===== config.mk =====
export PLATFORM = sky130hd
export DESIGN_NAME = crc_frame_append
export DESIGN_NICKNAME = d
export VERILOG_FILES = /design/src/rtl/crc_frame_pkg.sv /design/src/rtl/crc16_serial.sv /design/src/rtl/crc_frame_append.sv
export SDC_FILE = /design/constraint.sdc
export NUM_CORES = 1
export LEC_CHECK = 0
export ABC_AREA = 1
export ABC_CLOCK_PERIOD_IN_PS = 3200
export CAP_MARGIN = 20
export CORE_ASPECT_RATIO = 0.6
export CORE_MARGIN = 2
export CORE_UTILIZATION = 50
export CTS_CLUSTER_SIZE = 16
export DETAILED_ROUTE_END_ITERATION = 6
export GPL_ROUTABILITY_DRIVEN = 0
export PLACE_DENSITY_LB_ADDON = 0.25
export SETUP_SLACK_MARGIN = 0.5
export SLEW_MARGIN = 10
export SYNTH_ARGS = -nofsm -noshare
export SYNTH_HDL_FRONTEND = slang
export SYNTH_SLANG_ARGS = --single-unit

===== constraint.sdc =====
create_clock -name clk_out16x -period 3.2 [get_ports clk_out16x]
set_input_delay 0.8 -clock clk_out16x [delete_from_list [all_inputs] [get_ports clk_out16x]]
set_output_delay 0.8 -clock clk_out16x [all_outputs]
set_load 0.1 [all_outputs]

===== src/rtl/crc_frame_pkg.sv =====
// Shared CRC-16/CCITT-FALSE constants, FSM states and step function
// for the per-frame CRC append stage.
package crc_frame_pkg;

    localparam int CRC_W = 16;
    localparam logic [CRC_W-1:0] CRC_POLY = 16'h1021;
    localparam logic [CRC_W-1:0] CRC_INIT = 16'hFFFF;

    typedef enum logic [1:0] {
        IDLE,
        DATA,
        APPEND,
        DROP
    } crc_state_e;

    // MSB-first serial step, no reflection, no final XOR
    function automatic logic [CRC_W-1:0] crc16_step(
        input logic [CRC_W-1:0] crc,
        input logic             din,
        input logic [CRC_W-1:0] poly
    );
        logic fb;
        fb = crc[CRC_W-1] ^ din;
        return {crc[CRC_W-2:0], 1'b0} ^ (fb ? poly : '0);
    endfunction

endpackage


===== src/rtl/crc16_serial.sv =====
// Serial CRC register: optional reseed from INIT, then one step per
// enabled cycle.
module crc16_serial #(
    parameter logic [crc_frame_pkg::CRC_W-1:0] POLY = crc_frame_pkg::CRC_POLY,
    parameter logic [crc_frame_pkg::CRC_W-1:0] INIT = crc_frame_pkg::CRC_INIT
) (
    input  logic                            clk,
    input  logic                            rst_n,
    input  logic                            init,
    input  logic                            en,
    input  logic                            din,
    output logic [crc_frame_pkg::CRC_W-1:0] crc
);
    import crc_frame_pkg::*;

    logic [CRC_W-1:0] crc_q;
    logic [CRC_W-1:0] crc_d;

    // init folds the first bit into the seed in the same cycle
    always_comb begin
        crc_d = crc_q;
        if (en) begin
            crc_d = crc16_step(init ? INIT : crc_q, din, POLY);
        end
    end

    always_ff @(posedge clk or negedge rst_n) begin
        if (!rst_n) begin
            crc_q <= '0;
        end else begin
            crc_q <= crc_d;
        end
    end

    assign crc = crc_q;

endmodule


===== src/rtl/crc_frame_append.sv =====
// Forwards one-hot serial frames with one cycle of latency and appends
// the frame's CRC-16 MSB first on the same channel.
module crc_frame_append #(
    parameter int                CRC_W    = crc_frame_pkg::CRC_W,
    parameter logic [CRC_W-1:0]  CRC_POLY = crc_frame_pkg::CRC_POLY,
    parameter logic [CRC_W-1:0]  CRC_INIT = crc_frame_pkg::CRC_INIT
) (
    input  logic             clk_out16x,
    input  logic             rst_n,
    input  logic             crc_valid,
    input  logic [7:0]       data_in_ch,
    input  logic [7:0]       vld_in_ch,
    input  logic             err_clr,
    output logic [7:0]       tx_data_ch,
    output logic [7:0]       tx_vld_ch,
    output logic [CRC_W-1:0] crc_out,
    output logic [15:0]      frame_len,
    output logic             crc_done,
    output logic             crc_busy,
    output logic             ovf,
    output logic             err_onehot
);
    import crc_frame_pkg::*;

    crc_state_e       state_q, state_d;
    logic [7:0]       ch_q, ch_d;
    logic [15:0]      len_q, len_d;
    logic [CRC_W-1:0] sr_q, sr_d;
    logic [3:0]       cnt_q, cnt_d;
    logic             vprev_q, vprev_d;
    logic [7:0]       tx_data_q, tx_data_d;
    logic [7:0]       tx_vld_q, tx_vld_d;
    logic [CRC_W-1:0] crc_out_q, crc_out_d;
    logic [15:0]      frame_len_q, frame_len_d;
    logic             crc_done_q, crc_done_d;
    logic             busy_q, busy_d;
    logic             ovf_q, ovf_d;
    logic             err_q, err_d;

    logic             ovf_set, err_set;
    logic             crc_init, crc_en, crc_din;
    logic [CRC_W-1:0] crc_cur;

    crc16_serial #(
        .POLY (CRC_POLY),
        .INIT (CRC_INIT)
    ) u_crc (
        .clk   (clk_out16x),
        .rst_n (rst_n),
        .init  (crc_init),
        .en    (crc_en),
        .din   (crc_din),
        .crc   (crc_cur)
    );

    always_comb begin
        state_d     = state_q;
        ch_d        = ch_q;
        len_d       = len_q;
        sr_d        = sr_q;
        cnt_d       = cnt_q;
        vprev_d     = crc_valid;
        tx_data_d   = '0;
        tx_vld_d    = '0;
        crc_out_d   = crc_out_q;
        frame_len_d = frame_len_q;
        crc_done_d  = 1'b0;
        ovf_set     = 1'b0;
        err_set     = 1'b0;
        crc_init    = 1'b0;
        crc_en      = 1'b0;
        crc_din     = 1'b0;
        unique case (state_q)
            IDLE: begin
                if (crc_valid) begin
                    if ($onehot(vld_in_ch)) begin
                        ch_d      = vld_in_ch;
                        crc_init  = 1'b1;
                        crc_en    = 1'b1;
                        crc_din   = |(data_in_ch & vld_in_ch);
                        len_d     = 16'd1;
                        tx_vld_d  = vld_in_ch;
                        tx_data_d = vld_in_ch & {8{crc_din}};
                        state_d   = DATA;
                    end else begin
                        err_set = 1'b1;
                        state_d = DROP;
                    end
                end
            end
            DATA: begin
                tx_vld_d = ch_q;
                if (crc_valid) begin
                    crc_en    = 1'b1;
                    crc_din   = |(data_in_ch & ch_q);
                    len_d     = (&len_q) ? len_q : len_q + 16'd1;
                    tx_data_d = ch_q & {8{crc_din}};
                    err_set   = (vld_in_ch != ch_q);
                end else begin
                    sr_d        = {crc_cur[CRC_W-2:0], 1'b0};
                    tx_data_d   = ch_q & {8{crc_cur[CRC_W-1]}};
                    crc_out_d   = crc_cur;
                    frame_len_d = len_q;
                    cnt_d       = 4'd1;
                    state_d     = APPEND;
                end
            end
            APPEND: begin
                tx_vld_d  = ch_q;
                tx_data_d = ch_q & {8{sr_q[CRC_W-1]}};
                sr_d      = {sr_q[CRC_W-2:0], 1'b0};
                cnt_d     = cnt_q + 4'd1;
                ovf_set   = crc_valid & ~vprev_q;
                if (cnt_q == 4'd15) begin
                    crc_done_d = 1'b1;
                    if (crc_valid) begin
                        ovf_set = 1'b1;
                        state_d = DROP;
                    end else begin
                        state_d = IDLE;
                    end
                end
            end
            DROP: begin
                if (!crc_valid) begin
                    state_d = IDLE;
                end
            end
            default: state_d = IDLE;
        endcase
        busy_d = (state_d != IDLE);
        ovf_d  = ovf_set | (ovf_q & ~err_clr);
        err_d  = err_set | (err_q & ~err_clr);
    end

    always_ff @(posedge clk_out16x or negedge rst_n) begin
        if (!rst_n) begin
            state_q     <= IDLE;
            ch_q        <= '0;
            len_q       <= '0;
            sr_q        <= '0;
            cnt_q       <= '0;
            vprev_q     <= 1'b0;
            tx_data_q   <= '0;
            tx_vld_q    <= '0;
            crc_out_q   <= '0;
            frame_len_q <= '0;
            crc_done_q  <= 1'b0;
            busy_q      <= 1'b0;
            ovf_q       <= 1'b0;
            err_q       <= 1'b0;
        end else begin
            state_q     <= state_d;
            ch_q        <= ch_d;
            len_q       <= len_d;
            sr_q        <= sr_d;
            cnt_q       <= cnt_d;
            vprev_q     <= vprev_d;
            tx_data_q   <= tx_data_d;
            tx_vld_q    <= tx_vld_d;
            crc_out_q   <= crc_out_d;
            frame_len_q <= frame_len_d;
            crc_done_q  <= crc_done_d;
            busy_q      <= busy_d;
            ovf_q       <= ovf_d;
            err_q       <= err_d;
        end
    end

    assign tx_data_ch = tx_data_q;
    assign tx_vld_ch  = tx_vld_q;
    assign crc_out    = crc_out_q;
    assign frame_len  = frame_len_q;
    assign crc_done   = crc_done_q;
    assign crc_busy   = busy_q;
    assign ovf        = ovf_q;
    assign err_onehot = err_q;

endmodule


== After elaboration in Yosys (flattened, before gate mapping) ==
Index checks and enable logic that the tools add are counted.
Storage, ports and cells
  register bits after elaboration: 115
  output and inout port bits: 52
Operators by class
  mux-type cells: 43
  add/sub/neg operators: 9
  reduce and logical (&&, ||, !) cells: 12
  equal/unequal tests: 11
  bitwise logic cells: 16
Operators by type and width (number)
  16-bit 2-to-1 mux: 6
  16-bit case mux with 2 select lines: 2
  8-bit bitwise AND: 6
  8-bit 2-to-1 mux: 5
  8-bit case mux with 3 select lines: 1
  16-bit by 1-bit adder with 16-bit output, second input constant: 1
  8-bit case mux with 2 select lines: 1
  16-bit AND reduction: 1
  8-bit OR reduction: 2
  16-bit XOR: 1
  1-bit 2-to-1 mux: 15
  13-bit 2-to-1 mux: 1
  2-bit 2-to-1 mux: 6
  2-bit inequality test, second input constant: 5
  1-bit by 1-bit adder with 2-bit output: 4
  8-bit inequality test: 1
  2-bit case mux with 4 select lines: 1
  4-bit case mux with 2 select lines: 1
  2-bit by 2-bit adder with 3-bit output: 2
  1-bit case mux with 2 select lines: 3
  2-bit nonzero test: 3
  5-bit AND reduction: 1
  3-bit by 3-bit adder with 4-bit output: 1
  4-bit by 1-bit adder with 4-bit output, second input constant: 1
  other kinds (13): 20

== Depth between registers and ports, before layout ==
Gate-level depths: netlist of run 1.
  depth in word-level cells: 11
  mapped depth: 20
  mapped depth without buffers: 20

== By module ==
Synthesis of run 1 repeated with hierarchy kept, for this count alone.
Second synthesis, totals
  cell total of the unflattened synthesis: 684
  area, all modules: 5605.4 µm²
Modules (own cells, without submodules)
  crc_frame_append: cells an instance 612, area an instance 4878.4 µm², times used 1
  crc16_serial: cells an instance 72, area an instance 726.9 µm², times used 1

== Least setup slack after synthesis of run 1 ==
No wires, ideal clock.
  kind: input -> register
  start point: input vld_in_ch[0]
  end point: register len_q[15]
  slack: -0.754 ns
  stages: 19
  setup time: 0.074 ns
  arrival time: 3.880 ns
  required time: 3.126 ns
  buffers on the path: 1
  cells stage by stage: inv_1 fa_1 fa_1 fa_1 inv_1 ha_1 inv_1 fa_1 nand2_1 inv_1 nand2_1 a21oi_1 nand2_1 nand2_2 nand2_4 inv_4 buf_6 nand4_2 o21ai_2
On the way
  longest elaborated chain between the ends: 6
Ends and longest elaborated chain
  start, declared: RTL line crc_frame_append.sv:12  | input logic [7:0] vld_in_ch,
  1-bit by 1-bit adder with 2-bit output (not written as such): RTL line crc_frame_append.sv:76  | if ($onehot(vld_in_ch)) begin
  2-bit by 2-bit adder with 3-bit output (not written as such): RTL line crc_frame_append.sv:76
  3-bit by 3-bit adder with 4-bit output (not written as such): RTL line crc_frame_append.sv:76
  4-bit by 1-bit equality test with 1-bit output: RTL line crc_frame_append.sv:76
  2-bit inequality test (no line)
  5-bit AND reduction (no line)
  end signal, assigned: RTL line crc_frame_append.sv:155  | len_q <= len_d;
  end, declared: RTL line crc_frame_append.sv:27  | logic [15:0] len_q, len_d;
Every way passes these cells.
A chain may end at the register's enable or synchronous reset.

== Worst setup path after layout of run 1 ==
  start point: input vld_in_ch[3]
  end point: register err_q (netlist: err_onehot)
On the way
  longest elaborated chain between the ends: 8
  elaborated cells on any way between the ends: 10
Ends and longest elaborated chain
  1-bit by 1-bit adder with 2-bit output (not written as such): RTL line crc_frame_append.sv:76
  2-bit by 2-bit adder with 3-bit output (not written as such): RTL line crc_frame_append.sv:76
  3-bit by 3-bit adder with 4-bit output (not written as such): RTL line crc_frame_append.sv:76
  4-bit by 1-bit equality test with 1-bit output: RTL line crc_frame_append.sv:76
  1-bit 2-to-1 mux: RTL line crc_frame_append.sv:76
  1-bit 2-to-1 mux: RTL line crc_frame_append.sv:75  | if (crc_valid) begin
  1-bit case mux with 2 select lines *: RTL line crc_frame_append.sv:73  | unique case (state_q)
  1-bit OR *: RTL line crc_frame_append.sv:133  | err_d = err_set | (err_q & ~err_clr);
  named net err_d: RTL line crc_frame_append.sv:38  | logic err_q, err_d;
  end signal, assigned: RTL line crc_frame_append.sv:166  | err_q <= err_d;
  end, declared: RTL line crc_frame_append.sv:38
Mark *: on every way through the listed nets, which the timed path passes. The rest lies on a longest branch.

==> results of run 1 <==
-- registers in the layout, indices dropped and copies added, names as in the netlist --
| name | cells |
|---|---|
| cnt_q | 4 |
| state_q | 2 |
| crc_out | 16 |
| tx_data_ch | 8 |
| sr_q | 15 |
| u_crc.crc | 16 |
| frame_len | 16 |
| len_q | 16 |
| ovf | 1 |
| crc_busy | 1 |
| err_onehot | 1 |
| crc_done | 1 |
| ch_q | 8 |
| vprev_q | 1 |
| tx_vld_ch | 8 |
-- repair_timing --
item | 4_1_cts | 5_1_grt
cloned | 3 | 0
hold buffers | 0 | 0
setup endpoints to repair | 59 | 59
gates resized for setup | 70 | 67
buffers inserted | 8 | 6
pin swaps | 18 | 28
-- metrics by stage --
step                util (%)  total power, mW
floorplan                  -             5.46
global placement        61.5             6.36
detailed placement      61.5             6.48
CTS                     70.5             8.96
global route            73.5             9.76
finish                  73.5             9.35
-- cell families after synthesis --
group	share of synthesized area, %
buf+inv	7.94
xor+xnor	1.25
flops	50.9
simple gates	23.1
compound gates	13.1
fa+ha+maj	3.66
-- cells in the mapped netlist, types with 2 or more instances --
cell      count  share of area (%)
buf_4         3               0.40
nor3_1       11               0.98
a21oi_1      38                3.4
buf_6         3               0.60
o21ai_2      12                1.9
nor2_2        3               0.33
buf_2         7               0.62
xnor2_1       4               0.62
nand3_1      32                2.9
clkbuf_1     13               0.87
inv_1        70                4.7
a21oi_2       2               0.31
dfrtp_1     114                 51
nor2_1       35                2.3
nand4_1       5               0.56
o21ai_1       3               0.27
xor2_1        4               0.62
nand2_2       2               0.22
o211ai_1      2               0.27
nand4_2       8                1.8
nand2_1     187                 13
nor4_1        3               0.33
ha_1         10                2.2
inv_2         4               0.27
a31oi_1      13                1.5
o21ai_0      57                5.1
fa_1          4                1.4
-- area by class of cell --
class / count / area [sq um]
Timing Repair Buffer: 115 / 1090
Multi-Input combinational cell: 446 / 2790
Timing Repair inverter: 1 / 16.3
Clock inverter: 9 / 151
Sequential cell: 114 / 2850
Inverter: 77 / 337
Tap cell: 139 / 174
Clock buffer: 23 / 488
Fill cell: 703 / 2840
-- path summary, 6_finish.rpt --
| check | end | depth (start not counted) | from |
|---|---|---|---|
| hold reg to reg | frame_len[8] | 2 | frame_len[8] |
| setup reg to reg | len_q[10] | 10 | state_q[1] |
| setup / recovery | err_onehot | 22 | vld_in_ch[3] |
| hold / removal | tx_vld_ch[7] | 1 | rst_n |
| max in group asynchronous | u_crc.crc[1] | 2 | rst_n |
| min in group clk_out16x | frame_len[8] | 2 | frame_len[8] |
-- report_power, final --
group | internal (mW) | leakage, nW | switching (mW)
logic | 1.46 | 1.95 | 3.48
clock network | 1.38 | 0.313 | 0.681
registers | 1.95 | 1.47 | 0.391
-- per-layer routing --
metal,share of wire (%),vias up,GRT usage [%],wire length [um]
met4,3.1,0,10.7,505
met2,46,237,41.6,7570
li1,-,2380,-,-
met1,44,2555,37.1,7140
met5,0,-,0,0
met3,6.9,51,6.25,1130
==> impl_results.md, run 1 <==
* Arrival time at the worst endpoint at 4.16 ns
* Worst path bufs/invs at 11
* CTS tree: done
* Chip height at 86.0 um
* Drt first pass iters at 5
* Avg Inst Size Synth at 8.44 sq um
* WL/cell at 17.7 um
* Flop2flop setup slack at 0.86 ns
* GRT Util Overall at 26.9%
* FMAX at 259 MHz
* Finished Layout Cells at 924
* IO Pins at 72
* Clock skew at 0.0118 ns
* Ant diodes at 0
* Final Cycle Share at 121%
* Cell mode on critical path: buf_6
* Die width at 141 um
* Cell count after synthesis at 664
* Clock root cell: clkbuf_16
* Peak VDD IR at 0.935 mV
* Dpl cells at 875
* Syn Std Cell Area at 0.00561 sq mm
* Sink Count at 114
* Critical path fanouts, max at 2
* Area delta synth->final at 40.9%
* Final hold slack at 0.458 ns
* Setup WS pre-CTS at -1.52 ns
* Largest stage delay on the critical path at 0.55 ns
* Initial antenna violation count at 0
* GRT overflow at 0
* Worst Setup Slack, final at -0.667 ns
* Layout cells sized above 1 at 32.4%
* Main flop type after synthesis: dfrtp_1
* Clock Latency Late Sink at 0.42 ns
* Vias per cell at 5.65
* Nets@finish at 806
* Minimum clock period at 3.87 ns
* Sequential-to-total area share from yosys stat at 50.9%
* ANT nets after route at 0
* Hold Crit Class: in2async
* RSZ-0062 raised after global routing: yes
* Post-route cell area at 0.00790 sq mm
* Setup TNS at -33.26 ns
* Vias at 5223
* Final setup violation count at 59
* Crit-path slowest cell: fa_1
* Number of max-cap violations at 0
* Die area at 0.0121 sq mm
* Drc violations at 0
* CP delay by family, top: adder cells
* Commonest non-fill, non-tap cell in the layout: nand2_1
* Yosys warning total at 0
* Worst setup SP type: primary input
* Status: finished with violations
* CTS clk-pin slew, worst paths at 0.05 ns
* Vias in the first global route at 5070
* Area of the core at 0.0107 sq mm
* Worst-Margin Slew at 0.968 ns
* Final Hold Viols at 0
* Initial Util at 52.2%
* Max_slew headroom at 35.5%
* Row Count at 29
* Clock buffer depth at 2
* Violated checks: negative setup slack
* First-pass GRT wire length at 25200 um
* Post-synth cell types at 42
* Starting DRT DRC Count at 466
* CP Capture Type: flop
* Critical Path RT at 3.49 ns
* Slew Viols, Final at 0
* Most frequent cells in the layout: 162 x nand2_1, 114 x dfrtp_1, 76 x buf_4
* DP Area at 0.00660 sq mm
* Largest net degree at the start of global routing at 62
* Type of the worst setup path: in2reg
* Final HPWL DP at 9760 um
* Critical Path, Cell by Cell: buf_8 > inv_4 > fa_1 > fa_1 > fa_1 > inv_2 > ha_4 > inv_2 > fa_2 > nand2_2 > inv_2 > nand2_4 > a21oi_4 > buf_4 > buf_6 > buf_6 > buf_6 > buf_6 > buf_6 > nand2_4 > o21ai_4 > o22ai_2
* Cts bufs inserted at 17
* Post-synthesis net count at 698
* Asr flop ratio synth at 100%
* Pwr dens at 1180 mW/mm^2
* PortBufs at 71
* Number of synthesized flops with an enable pin at 0
* Synth Register Bits at 114
* Post-Route WL at 16300 um
* Leak Pwr at 3.73 nW
* H-tree Lvls at 4
Note: power is estimated with default switching activity, not from simulation.
==> run 2, diff against run 1 <==
--- a/constraint.sdc
+++ b/constraint.sdc
@@ -3,2 +3,2 @@
 set_output_delay 0.8 -clock clk_out16x [all_outputs]
-set_load 0.1 [all_outputs]
+set_load 0.01 [all_outputs]
==> run 2 against run 1 <==
Net effect: the run still ends with negative setup slack left; first-iteration DRC count shrank 6.2%; register-to-register slack barely moved; design area down 3.2%; combinational power down 36%; clock power about the same; hold slack got worse by 0.091 ns; sequential power hardly changed; global-route usage is 0.35 points higher; flip-flop and latch count stayed put; clock-buffer cell count unchanged.
==> impl_results.md, run 2 (synthesis gave the netlist of run 1 again) <==
* Top Layer Used: met4
* First-pass GRT wire length at 25400 um (+0.85%)
* Final Hold Viols at 0 (unchanged)
* RSZ-0062 raised after global routing: yes
* Critical Path RT at 3.55 ns (+0.06 ns)
* RR Endpoint: len_q[13]
* Clock root cell: clkbuf_16
* Cts bufs inserted at 17 (unchanged)
* Ant diodes at 0 (unchanged)
* Die area at 0.0121 sq mm (unchanged)
* Drc violations at 0 (unchanged)
* Post-route cell area at 0.00765 sq mm (-3.2%)
* Max_slew headroom at 37.0% (+1.5 points)
* Minimum clock period at 3.75 ns (-0.119 ns)
* Area of the core at 0.0107 sq mm (unchanged)
* Initial Util at 52.2% (unchanged)
* Hold Crit Class: in2async
* CP Capture Type: flop
* Reg2Reg Depth at 12 (+2)
* Largest net degree at the start of global routing at 52 (-16%)
* Final HPWL DP at 10000 um (+2.8%)
* Vias at 5059 (-3.1%)
* DP Area at 0.00673 sq mm (+1.9%)
* Pwr dens at 985 mW/mm^2 (-17%)
* CTS tree: done
* CTS clk-pin slew, worst paths at 0.05 ns (about the same)
* Final setup violation count at 59 (unchanged)
* Leak Pwr at 3.49 nW (-6.5%)
* GRT Util Overall at 27.2% (+0.35 points)
* Peak VDD IR at 0.601 mV (-36%)
* GRT overflow at 0 (unchanged)
* H-tree Lvls at 4 (unchanged)
* Vias per cell at 5.52 (-2.3%)
* Sink Count at 114 (unchanged)
* Type of the worst setup path: in2reg
* Arrival time at the worst endpoint at 4.10 ns (-0.06 ns)
* Post-Route WL at 15400 um (-5.9%)
* Status: finished with violations
* Commonest non-fill, non-tap cell in the layout: nand2_1
* Clock Latency Late Sink at 0.42 ns (about the same)
* M1 wire length at 6900 um (-3.3%)
* Die width at 141 um (unchanged)
* Initial antenna violation count at 0 (unchanged)
* Worst-Margin Slew at 0.945 ns (-0.0229 ns)
* Clock skew at 0.00835 ns (-0.00341 ns)
* Vias in the first global route at 5164 (+1.9%)
* CP Launch Point: vld_in_ch[1]
* PortBufs at 71 (unchanged)
* Violated checks: negative setup slack
* Starting DRT DRC Count at 437 (-6.2%)
* End of the critical path: len_q[7]
* WL/cell at 16.8 um (-5.1%)
* RR Startpoint: state_q[1]
* Final Power at 7.53 mW (-19%)
* IO Pins at 72 (unchanged)
* Worst Setup Slack, final at -0.548 ns (+0.119 ns)
* Area delta synth->final at 36.4%
* Worst setup SP type: primary input
* Met3 wire length at 1110 um (-1.5%)
* Slew Viols, Final at 0 (unchanged)
* Chip height at 86.0 um (unchanged)
* Drt first pass iters at 5 (unchanged)
* Final hold slack at 0.367 ns (-0.0910 ns)
* FMAX at 267 MHz (+3.2%)
* Layout cells sized above 1 at 21.8% (-11 points)
* Row Count at 29 (unchanged)
* Flop2flop setup slack at 0.86 ns (about the same)
* Most frequent cells in the layout: 170 x nand2_1, 114 x dfrtp_1, 65 x inv_1, 65 x clkdlybuf4s50_1, 40 x o21ai_0
* Critical path fanouts, max at 6 (+4)
* Number of max-cap violations at 0 (unchanged)
* Nets@finish at 798 (-0.99%)
* ANT nets after route at 0 (unchanged)
* Clock buffer depth at 2 (unchanged)
* Final Cycle Share at 117% (-3.7 points)
* WL met2 at 7100 um (-6.3%)
-- run 2: cell count changes in the layout (fill, tap and decap cells not counted), sizes merged --
cell,before,now
inv,74,76
dlymetal6s2s,1,2
buf,100,40
clkinv,8,6
clkdlybuf4s50,14,65
-- run 2: worst min-delay path by stage --
stage / to / cells after the start / from / slack [ns]
finish: tx_vld_ch[7] / 1 / rst_n / 0.37
global route: tx_vld_ch[7] / 1 / rst_n / 0.40
CTS: tx_vld_ch[7] / 1 / rst_n / 0.39
detailed placement: crc_out[0] / 2 / crc_out[0] / 0.46
global placement: crc_out[0] / 2 / crc_out[0] / 0.46
floorplan: sr_q[1] / 2 / sr_q[1] / 0.45
-- run 2: final cells by class --
type | count | area [sq um]
Multi-Input combinational cell | 446 | 2580
Timing Repair inverter | 1 | 8.76
Clock inverter | 9 | 151
Tap cell | 139 | 174
Sequential cell | 114 | 2850
Timing Repair Buffer | 107 | 1070
Fill cell | 768 | 3090
Inverter | 77 | 329
Clock buffer | 23 | 488
-- run 2: power by group --
part	switching (mW)	internal (mW)	total, mW
clock	0.666	1.38	2.05
combinational	1.86	1.31	3.16
sequential	0.369	1.95	2.32
total	2.89	4.64	7.53
-- run 2: repair_timing --
item                                    in CTS  in global routing
endpoints found under the hold margin        0                  0
buffers inserted                             5                  1
gates resized for setup                     45                 24
gates cloned                                 2                  0
hold buffers                                 0                  0
endpoints found under the setup margin      59                 59
pin swaps                                    6                  8
-- run 2: per-stage QoR --
stage	utilization, %	instances	setup TNS [ns]	setup WS (ns)
3_3_place_gp	62.6	876	-78.68	-1.43
5_1_grt	71.2	916	-35.18	-0.680
6_report	71.2	916	-27.79	-0.548
3_5_place_dp	62.6	876	-84.65	-1.55
2_1_floorplan	-	664	-31.35	-0.683
4_1_cts	70.4	915	-30.54	-0.590
-- run 2: layer usage --
metal,GRT usage (%),up-vias
met4,10.2,0
met2,43.1,215
met5,0,-
li1,-,2364
met3,6.87,31
met1,36.7,2449
-- run 2: critical path, stage by stage --
cell	delay, ns
buf_8	0.08
inv_4	0.03
fa_1	0.54
fa_1	0.43
fa_1	0.43
inv_1	0.07
ha_2	0.18
inv_2	0.04
fa_1	0.47
nand2_1	0.05
inv_1	0.06
nand2_2	0.06
a21oi_2	0.12
nand2_1	0.07
nand2_2	0.11
nand2_4	0.11
o21ai_0	0.22
and3_4	0.22
==> run 3, diff against run 2 <==
Settings changed: MAX_ROUTING_LAYER set to met4.
==> run 3 against run 2 <==
Net effect: the run still ends with negative setup slack left; combinational power about the same; cell count unchanged; clock skew down 0.0018 ns; critical path depth down 1; non-clock buffer count unchanged; global-route usage up 0.80 points; setup slack worse by 0.027 ns; sequential power about the same; sequential share of layout area unchanged; clock-buffer cell count unchanged; via count down 0.16%; utilization unchanged; critical endpoint unchanged; largest cell class unchanged; highest routed layer unchanged.
==> impl_results.md, run 3 (synthesis gave the netlist of run 1 again) <==
* GRT Util Overall at 28.0% (+0.80 points)
* DP Area at 0.00673 sq mm (unchanged)
* First-pass GRT wire length at 25400 um (about the same)
* Number of max-cap violations at 0 (unchanged)
* Starting DRT DRC Count at 419 (-4.1%)
* Commonest non-fill, non-tap cell in the layout: nand2_1
* Vias at 5051 (-0.16%)
* RR Startpoint: state_q[1]
* Post-route cell area at 0.00765 sq mm (unchanged)
* Die area at 0.0121 sq mm (unchanged)
* Layout cells sized above 1 at 21.8% (unchanged)
* PortBufs at 71 (unchanged)
* Max_slew headroom at 36.7% (-0.32 points)
* Peak VDD IR at 0.600 mV (about the same)
* Cell mode on critical path: fa_1
* Ant diodes at 0 (unchanged)
* Largest stage delay on the critical path at 0.54 ns (about the same)
* Die width at 141 um (unchanged)
* CTS clk-pin slew, worst paths at 0.05 ns (about the same)
* Worst-Margin Slew at 0.950 ns (+0.00485 ns)
* H-tree Lvls at 4 (unchanged)
* Sw frac at 38.4% (+0.075 points)
* Share of power burned in registers at 30.8% (about the same)
* Setup WS pre-CTS at -1.55 ns (unchanged)
* Combinational Power Share at 42.1% (about the same)
* Nets@finish at 798 (unchanged)
* Largest net degree at the start of global routing at 52 (unchanged)
* Drt first pass iters at 6 (+1)
* Final Hold Viols at 0 (unchanged)
* CP Capture Type: flop
* Crit-path slowest cell: fa_1
* Number of hold buffers added after cts at 0 (unchanged)
* Vias in the first global route at 5177 (+0.25%)
* Final HPWL DP at 10000 um (unchanged)
* # fillers at 768 (unchanged)
* Area of the core at 0.0107 sq mm (unchanged)
* RR Endpoint: len_q[13]
* Critical Path RT at 3.55 ns (about the same)
* CTS tree: done
* Pwr dens at 986 mW/mm^2 (+0.13%)
* Minimum clock period at 3.78 ns (+0.0275 ns)
* Arrival time at the worst endpoint at 4.12 ns (+0.02 ns)
* Final Cycle Share at 118% (+0.86 points)
* Drc violations at 0 (unchanged)
* Area delta synth->final at 36.4% (unchanged)
* Status: finished with violations
* Reg2Reg Depth at 12 (unchanged)
* Cts bufs inserted at 17 (unchanged)
* Psw at 2.90 mW (+0.33%)
* Slew Viols, Final at 0 (unchanged)
* Sink Count at 114 (unchanged)
* Final Power at 7.54 mW (+0.13%)
* Clock buffer depth at 2 (unchanged)
* GRT overflow at 0 (unchanged)
* Type of the worst setup path: in2reg
* Flop2flop setup slack at 0.84 ns (-0.02 ns)
* Leak Pwr at 3.49 nW (unchanged)
* Row Count at 29 (unchanged)
* RSZ-0062 raised after global routing: yes
* Clock group share of total power at 27.1% (about the same)
* Worst setup SP type: primary input
* Chip height at 86.0 um (unchanged)
* ANT nets after route at 0 (unchanged)
* Violated checks: negative setup slack
* Final hold slack at 0.371 ns (+0.00466 ns)
* Hold Crit Class: in2async
* WL/cell at 16.8 um (+0.29%)
* P_int at 4.64 mW (about the same)
* Clock Latency Late Sink at 0.41 ns (about the same)
* Clock skew at 0.00657 ns (-0.00178 ns)
* Initial antenna violation count at 0 (unchanged)
* Critical path fanouts, max at 6 (unchanged)
* End of the critical path: len_q[7]
* Vias per cell at 5.51 (-0.16%)
* Critical Path, Cell by Cell: buf_8 > inv_4 > fa_1 > fa_1 > fa_1 > inv_1 > ha_2 > inv_2 > fa_1 > nor2_1 > nand2_1 > a21oi_2 > nand2_1 > nand2_2 > nand2_4 > o21ai_0 > and3_4
* CP Launch Point: vld_in_ch[1]
* Most frequent cells in the layout: 170 x nand2_1, 114 x dfrtp_1, 65 x inv_1, 65 x clkdlybuf4s50_1, 40 x o21ai_0
* Final setup violation count at 59 (unchanged)
* IO Pins at 72 (unchanged)
* Worst Setup Slack, final at -0.575 ns (-0.0275 ns)
* Clock root cell: clkbuf_16
* Initial Util at 52.2% (unchanged)
* Post-Route WL at 15400 um (+0.29%)
* FMAX at 265 MHz (-0.73%)
[run 3: metal layers]
metal,wire length [um],vias up,global-route usage (%)
met5,0,-,-
met4,241,0,9.91
met3,1010,30,6.64
met2,7130,209,43.1
met1,7040,2452,36.8
li1,-,2360,-
[run 3: final cells by class]
type / instances / area [sq um] / area share [%]
clock buffers: 23 / 488 / 6.38
clock inverters: 9 / 151 / 1.98
inverters: 77 / 329 / 4.30
multi-input cells: 446 / 2580 / 33.7
flip-flops and latches: 114 / 2850 / 37.3
well taps: 139 / 174 / 2.27
repair buffers: 107 / 1070 / 14.0
repair inverters: 1 / 8.76 / 0.114
[run 3: worst min path at each step]
stage	startpoint	endpoint	slack [ns]	cells after the start
2_1_floorplan	sr_q[1]	sr_q[1]	0.45	2
3_3_place_gp	crc_out[0]	crc_out[0]	0.46	2
3_5_place_dp	crc_out[0]	crc_out[0]	0.46	2
4_1_cts	rst_n	tx_vld_ch[7]	0.39	1
5_1_grt	rst_n	tx_vld_ch[7]	0.40	1
6_report	rst_n	tx_vld_ch[7]	0.37	1
[run 3: critical path, delay by kind of cell]
kind | cells | cell delay [ns]
AO/OA/AOI/OAI | 2 | 0.38
buffers and inverters | 4 | 0.23
adder cells (fa/ha/maj) | 5 | 1.99
AND/OR/NAND/NOR | 6 | 0.73
[run 3: through the flow]
step | cells | utilization (%) | setup TNS, ns
finish | 916 | 71.2 | -29.06
global route | 916 | 71.2 | -35.27
CTS | 915 | 70.4 | -30.54
detailed placement | 876 | 62.6 | -84.65
global placement | 876 | 62.6 | -78.68
floorplan | 664 | - | -31.35
[run 3: power by group through the flow]
| stage | Sequential, mW | Clock [mW] | Combinational [mW] |
|---|---|---|---|
| 3_3_place_gp | 2.30 | 0 | 2.70 |
| 6_report | 2.32 | 2.05 | 3.17 |
| 5_1_grt | 2.38 | 2.14 | 3.46 |
| 3_5_place_dp | 2.32 | 0 | 2.80 |
| 2_1_floorplan | 2.34 | 0 | 1.75 |
| 4_1_cts | 2.32 | 2.07 | 3.07 |
[run 3: timing repair]
action / 4_1_cts / 5_1_grt
gates resized for setup: 45 / 24
cloned: 2 / 0
endpoints found under the setup margin: 59 / 59
buffers inserted: 5 / 1
pin swaps: 6 / 8
